$ cat src/rtl/frame_buffer_reader.sv
// Host-side frame buffer reader: waits for the writer's toggle, streams every buffer
// word out MSB byte first on a valid/ready byte link, then toggles handshakePC back.
module frame_buffer_reader #(
    parameter int ADDR_W = 8,
    parameter int DATA_W = 32
) (
    input  logic              clk,
    input  logic              rst,
    input  logic              handshakeFPGA,
    output logic              handshakePC,
    output logic              rd_en,
    output logic [ADDR_W-1:0] rd_addr,
    input  logic [DATA_W-1:0] rd_data,
    output logic [7:0]        tx_data,
    output logic              tx_valid,
    input  logic              tx_ready,
    output logic              busy,
    output logic [31:0]       frames_read
);

    localparam int NB    = DATA_W / 8;
    localparam int CNT_W = (NB > 1) ? $clog2(NB) : 1;
    localparam logic [CNT_W-1:0]  LAST_CNT  = CNT_W'(NB - 1);
    localparam logic [ADDR_W-1:0] LAST_ADDR = {ADDR_W{1'b1}};

    typedef enum logic [2:0] {
        S_IDLE,
        S_FETCH,
        S_WAIT,
        S_SEND,
        S_DONE
    } state_t;

    state_t            state;
    state_t            state_next;
    logic [DATA_W-1:0] shift_reg;
    logic [DATA_W-1:0] shifted;
    logic [CNT_W-1:0]  byte_cnt;
    logic              accept;
    logic              last_byte;

    assign accept    = tx_valid & tx_ready;
    assign last_byte = (byte_cnt == LAST_CNT);
    assign shifted   = shift_reg << 8;

    always_ff @(posedge clk) begin
        if (rst) state <= S_IDLE;
        else     state <= state_next;
    end

    // NOTE: every signal driven here gets a default first, so no path can infer a latch.
    always_comb begin
        state_next = state;
        rd_en      = 1'b0;
        busy       = (state != S_IDLE);
        case (state)
            S_IDLE:  if (handshakeFPGA != handshakePC) state_next = S_FETCH;
            S_FETCH: begin
                rd_en      = 1'b1;
                state_next = S_WAIT;
            end
            S_WAIT:  state_next = S_SEND;
            S_SEND:  if (accept && last_byte)
                         state_next = (rd_addr == LAST_ADDR) ? S_DONE : S_FETCH;
            S_DONE:  state_next = S_IDLE;
            default: state_next = S_IDLE;
        endcase
    end

    // The handshake is only looked at in IDLE, so writer toggles mid-frame wait their turn.
    always_ff @(posedge clk) begin
        if (rst) begin
            handshakePC <= 1'b0;
            rd_addr     <= '0;
            tx_data     <= '0;
            tx_valid    <= 1'b0;
            frames_read <= '0;
            byte_cnt    <= '0;
            shift_reg   <= '0;
        end else begin
            case (state)
                S_IDLE: begin
                    if (handshakeFPGA != handshakePC) rd_addr <= '0;
                end
                S_WAIT: begin
                    shift_reg <= rd_data;
                    tx_data   <= rd_data[DATA_W-1 -: 8];
                    tx_valid  <= 1'b1;
                    byte_cnt  <= '0;
                end
                S_SEND: begin
                    if (accept) begin
                        if (!last_byte) begin
                            shift_reg <= shifted;
                            tx_data   <= shifted[DATA_W-1 -: 8];
                            byte_cnt  <= byte_cnt + 1'b1;
                        end else begin
                            tx_valid <= 1'b0;
                            if (rd_addr != LAST_ADDR) rd_addr <= rd_addr + 1'b1;
                        end
                    end
                end
                S_DONE: begin
                    handshakePC <= ~handshakePC;
                    frames_read <= frames_read + 32'd1;
                    rd_addr     <= '0;
                end
                default: ;
            endcase
        end
    end

endmodule
$ cat config.mk
export PLATFORM = sky130hd
export DESIGN_NAME = frame_buffer_reader
export DESIGN_NICKNAME = d
export VERILOG_FILES = /design/src/rtl/frame_buffer_reader.sv
export SDC_FILE = /design/constraint.sdc
export NUM_CORES = 1
export LEC_CHECK = 0
export BUFFER_PORTS_ARGS = -buffer_cell sky130_fd_sc_hd__clkbuf_2
export CAP_MARGIN = 20
export CORE_MARGIN = 5
export CORE_UTILIZATION = 50
export CTS_BUF_LIST = sky130_fd_sc_hd__clkbuf_4
export CTS_CLUSTER_SIZE = 40
export DETAILED_ROUTE_END_ITERATION = 6
export GPL_TIMING_DRIVEN = 0
export PLACE_DENSITY_LB_ADDON = 0.05
export SLEW_MARGIN = 20
export SYNTH_ARGS = -nofsm -noshare
export SYNTH_HDL_FRONTEND = slang
export SYNTH_SLANG_ARGS = --single-unit
$ cat constraint.sdc
create_clock -name clk -period 2.4 [get_ports clk]
set_clock_uncertainty 0.1 [all_clocks]
set_input_delay 0.6 -clock clk [delete_from_list [all_inputs] [get_ports clk]]
set_output_delay 0.6 -clock clk [all_outputs]
set_load 0.02 [all_outputs]
**Word level (Yosys, flattened, before mapping)**

Cells that the tools add are included.

- Flip-flop bits (word level): 79
- Input bits: 36
- Output and inout port bits: 52
- Logic and storage cells: 58

- $add $sub $neg: 3
- Equality and inequality tests: 14
- Mux-type cells: 22
- Bitwise operators: 2
- Reduce and logical (&&, ||, !) cells: 9

Operators by type and width:

| kind | count |
|---|---|
| $mux W24 | 2 |
| $mux W8 | 6 |
| $pmux W24 S2 | 1 |
| $add A32 B1 Y32 const B | 1 |
| $pmux W8 S3 | 1 |
| $pmux W8 S2 | 1 |
| $ne A2 B2 Y1 const B | 6 |
| $pmux W3 S4 | 1 |
| $mux W3 | 3 |
| $add A8 B1 Y8 const B | 1 |
| $eq A8 B8 Y1 const B | 1 |
| $ne A8 B8 Y1 const B | 1 |
| $eq A3 B2 Y1 const B | 2 |
| $reduce_and A3 Y1 | 2 |
| $reduce_bool A3 Y1 | 2 |
| $reduce_and A5 Y1 | 1 |
| $mux W2 | 2 |
| $pmux W2 S2 | 1 |
| $eq A3 B1 Y1 const B | 1 |
| $eq A3 B3 Y1 const B | 1 |
| $logic_not A3 Y1 | 1 |
| $mux W1 | 3 |
| $add A2 B1 Y2 const B | 1 |
| $eq A2 B2 Y1 const B | 1 |
| 7 further kinds | 7 |

**Longest topological paths before layout**

- Word-level depth: 5
- Depth in mapped cells: 6
- Mapped depth without buffers: 5

**Least setup slack after synthesis**

OpenSTA, ideal clock, no wires.

- Path kind: register to register
- From: reg frames_read[0]
- To: reg frames_read[30]
- Setup time: 70 ps
- Data arrival time: 2170 ps
- Path slack: 59 ps
- Stages on the path, launching flop included: 7
- Path buffers: 1
- Period minus slack after synthesis: 2341 ps
- Path through: dfxtp_1 -> ha_1 -> nand4bb_1 -> or4_1 -> buf_2 -> or4_1 -> a21oi_1

- Longest elaborated chain between the ends: 1

Ends and longest elaborated chain:

| item | RTL line | RTL |
|---|---|---|
| from (decl) | 18 | `output logic [31:0] frames_read` |
| from (signal assigned) | 105 | `frames_read <= frames_read + 32'd1;` |
| $add A32 B1 Y32 | 105 |  |

No other way between the ends.
A chain may end at the register's enable or synchronous reset.

**Worst setup path in the final report**

- From: reg frames_read[0]
- To: reg frames_read[28]

Same word-level chain as after synthesis.

==> flow_summary.yaml <==
place:
  pre_cts_slack_ps: -144.1
  place_congestion: 0.8222
  port-buffer-count: 87
  hpwl_um: 6661
flow_run:
  maxCapViolCount: 0
yosys:
  synth_area_leaders: "dfxtp_1 43%, mux2i_1 6.6%, a211oi_1 5.7%, nor2_1 5.1%, a21oi_1 3.7%"
  synth_edf_count: 0
  syn_avg_cell_area_um2: 8.917
  synth_commonest_cells: "79 x dfxtp_1, 50 x nor2_1, 28 x a211oi_1"
  yosysMostFrequentCell: "dfxtp_1"
  yosys_most_used_dff: "dfxtp_1"
  ys_seq_elements: 79
  synth_largest_area_cell: "dfxtp_1"
  yosys_warnings: 0
  syn_area_um2: 3665
  synth_top_area_share_pct: 43.15
  async_reset_ff_share_pct: 0
  synth_fp_nets: 450
  ys_seq_area_share_pct: 43.15
  synth_cells: 411
  yosysUniqueCellTypes: 47
worst_setup_path:
  crit_chain: "ha_2 > nand4bb_1 > or4_1 > buf_2 > or4_1 > a21oi_1"
  rrSetupSlack_ps: 100
  slowest_delay_ps: 530
  end_kind: "flip-flop"
  cp_num_buf_inv: 1
  path_delay_family: "simple AND/OR/NAND/NOR gates"
  crit_path_top_delay_cell: "or4_1"
  crit_type: "reg2reg"
  crit_fanout: 10
  required_ps: 2640
  crit_path_frequent_cell: "or4_1"
  worst_r2r_endpoint: "frames_read[28]"
  r2r_cells: 6
  start_kind: "flip-flop"
  worst_ep_arrival_time_ps: 2540
  r2r_start: "frames_read[0]"
final_layout:
  nets: 549
  largest_reg_flops: 32
  fin_util_pct: 61.24
  diodes: 0
  area_growth_pct: 19.90
  layout-drive-gt1-share_pct: 23.69
outcome:
  status: "finished, final reports clean"
sta:
  min_period_ps: 2300
  setup_tns_ps: 0
  max_clock_freq_mhz: 434.7
  finalCritPeriodShare_pct: 95.85
  slew_viol_final: 0
  hold_violations: 0
  tightest_slew_ps: 762.5
  relSlewSlack_pct: 48.70
  rsz0062_at_grt: "false"
  layout_setup_ws_ps: 99.67
  setup_viol: 0
global_routing:
  grt_use_total_pct: 20.07
  grt_max_degree: 14
  antenna_found_initial: 0
  overflow: 0
  grt_pass1_vias: 3142
  grt_first_pass_wirelength_um: 14620
route:
  drc: 0
  wl_per_cell_um: 14.73
  routed_wl_um: 9047
  drtIter0Drc: 103
  via_per_inst: 5.612
  antenna_left: 0
  firstDrtPassIters: 5
  dr_total_vias: 3446
cts:
  cts_sinks: 79
  worst_skew_pair.late_latency_ps: 420
  cts_root_buf: "clkbuf_4"
  cts-buffers-inserted: 9
  clkSlewWorstSetupHoldPaths_ps: 130
  cts.path.max_buffers: 2
  cts_hold_buf: 0
  h-tree-depth: 3
  cts_tree: "yes"
floorplanning:
  die_h_um: 95.61
  io-pin-count: 88
  die_area_um2: 9141
  die_w_um: 95.61
  core_um2: 7176
  initial_utilization_pct: 51.07
  num_rows: 31
pwr:
  power.leakage_nw: 1.789
  finalPower_mw: 3.177
  powerDensity_nw_per_um2: 723.1
  ir_drop_mv: 0.3788
min_path:
  whs_path_depth: 3
  hp-class: "in2reg"
  hold-path-endpoint: "shift_reg[3]"
  min-delay-start: "rd_data[3]"
[area by class of cell]
cell class / count / area, um^2
fill: 670 / 2781
buffer: 25 / 113.9
tap: 99 / 123.9
clock buffer: 11 / 82.58
sequential: 79 / 1592
multi-input combinational: 302 / 1962
inverter: 5 / 18.77
timing repair buffer: 88 / 442.9
clock inverter: 5 / 58.81
[per-stage QoR]
step | hold WS [ps] | cell area, um^2 | instances
4_1_cts | 303.5 | 4377 | 614
5_1_grt | 299.8 | 4394 | 614
3_3_place_gp | 352.3 | 4224 | 597
2_1_floorplan | 340.0 | 3665 | 411
6_report | 314.7 | 4394 | 614
3_5_place_dp | 355.3 | 4224 | 597
[cells by family after synthesis]
logic type	synth area share, %
simple gates	24.34
compound gates	18.03
flops	43.15
buf+inv	3.551
mux	6.555
xor+xnor	3.346
fa+ha+maj	1.024
[report_power, final]
| group | total (mW) | internal (mW) | switching, mW |
|---|---|---|---|
| clock network | 0.808 | 0.341 | 0.467 |
| logic | 0.831 | 0.323 | 0.508 |
| registers | 1.54 | 1.46 | 0.0761 |
| total | 3.18 | 2.13 | 1.05 |
[how the worst max path moves through the flow]
stage / start / to / slack [ps] / cells past startpoint
6_report: frames_read[0] / frames_read[28] / 100 / 6
3_5_place_dp: frames_read[0] / frames_read[28] / -140 / 6
5_1_grt: frames_read[8] / frames_read[28] / 6 / 5
4_1_cts: frames_read[1] / frames_read[28] / 20 / 6
2_1_floorplan: frames_read[0] / frames_read[30] / 60 / 6
3_3_place_gp: frames_read[0] / frames_read[28] / -100 / 6
[layer usage]
layer | GRT usage (%) | part of all wire, % | wire length (um)
met4 | 8.649 | 1.7 | 157
met1 | 27.64 | 47 | 4259
met5 | 0 | 0 | 0
met2 | 30.86 | 46 | 4153
met3 | 3.394 | 5.3 | 476
[layout by cell type (no fill, tap or decap), drive strengths merged, types with 3 or more instances in the layout]
master / count
clkbuf: 117
dfxtp: 79
nor2: 50
a211oi: 28
a21oi: 27
mux2i: 24
or4: 17
nand3: 16
o31ai: 16
nand4: 15
nand2: 14
nand2b: 9
a22oi: 8
xor2: 8
and3: 7
buf: 7
o21ai: 6
o22ai: 6
xnor2: 6
inv: 5
and4: 5
or3: 5
nor3: 4
and2: 3
a31oi: 3
or2: 3
or3b: 3
ha: 3
[tightest hold or removal path, cell delays in order]
cell and delay (ps):
clkbuf_2 80, a22oi_1 50, nor2_1 70
[what timing repair did]
action	CTS	global route
setup endpoints to repair	2	18
gates resized for setup	2	8
setup buffers	1	0
pin swaps	0	1
Note: power is estimated with default switching activity, not from simulation.
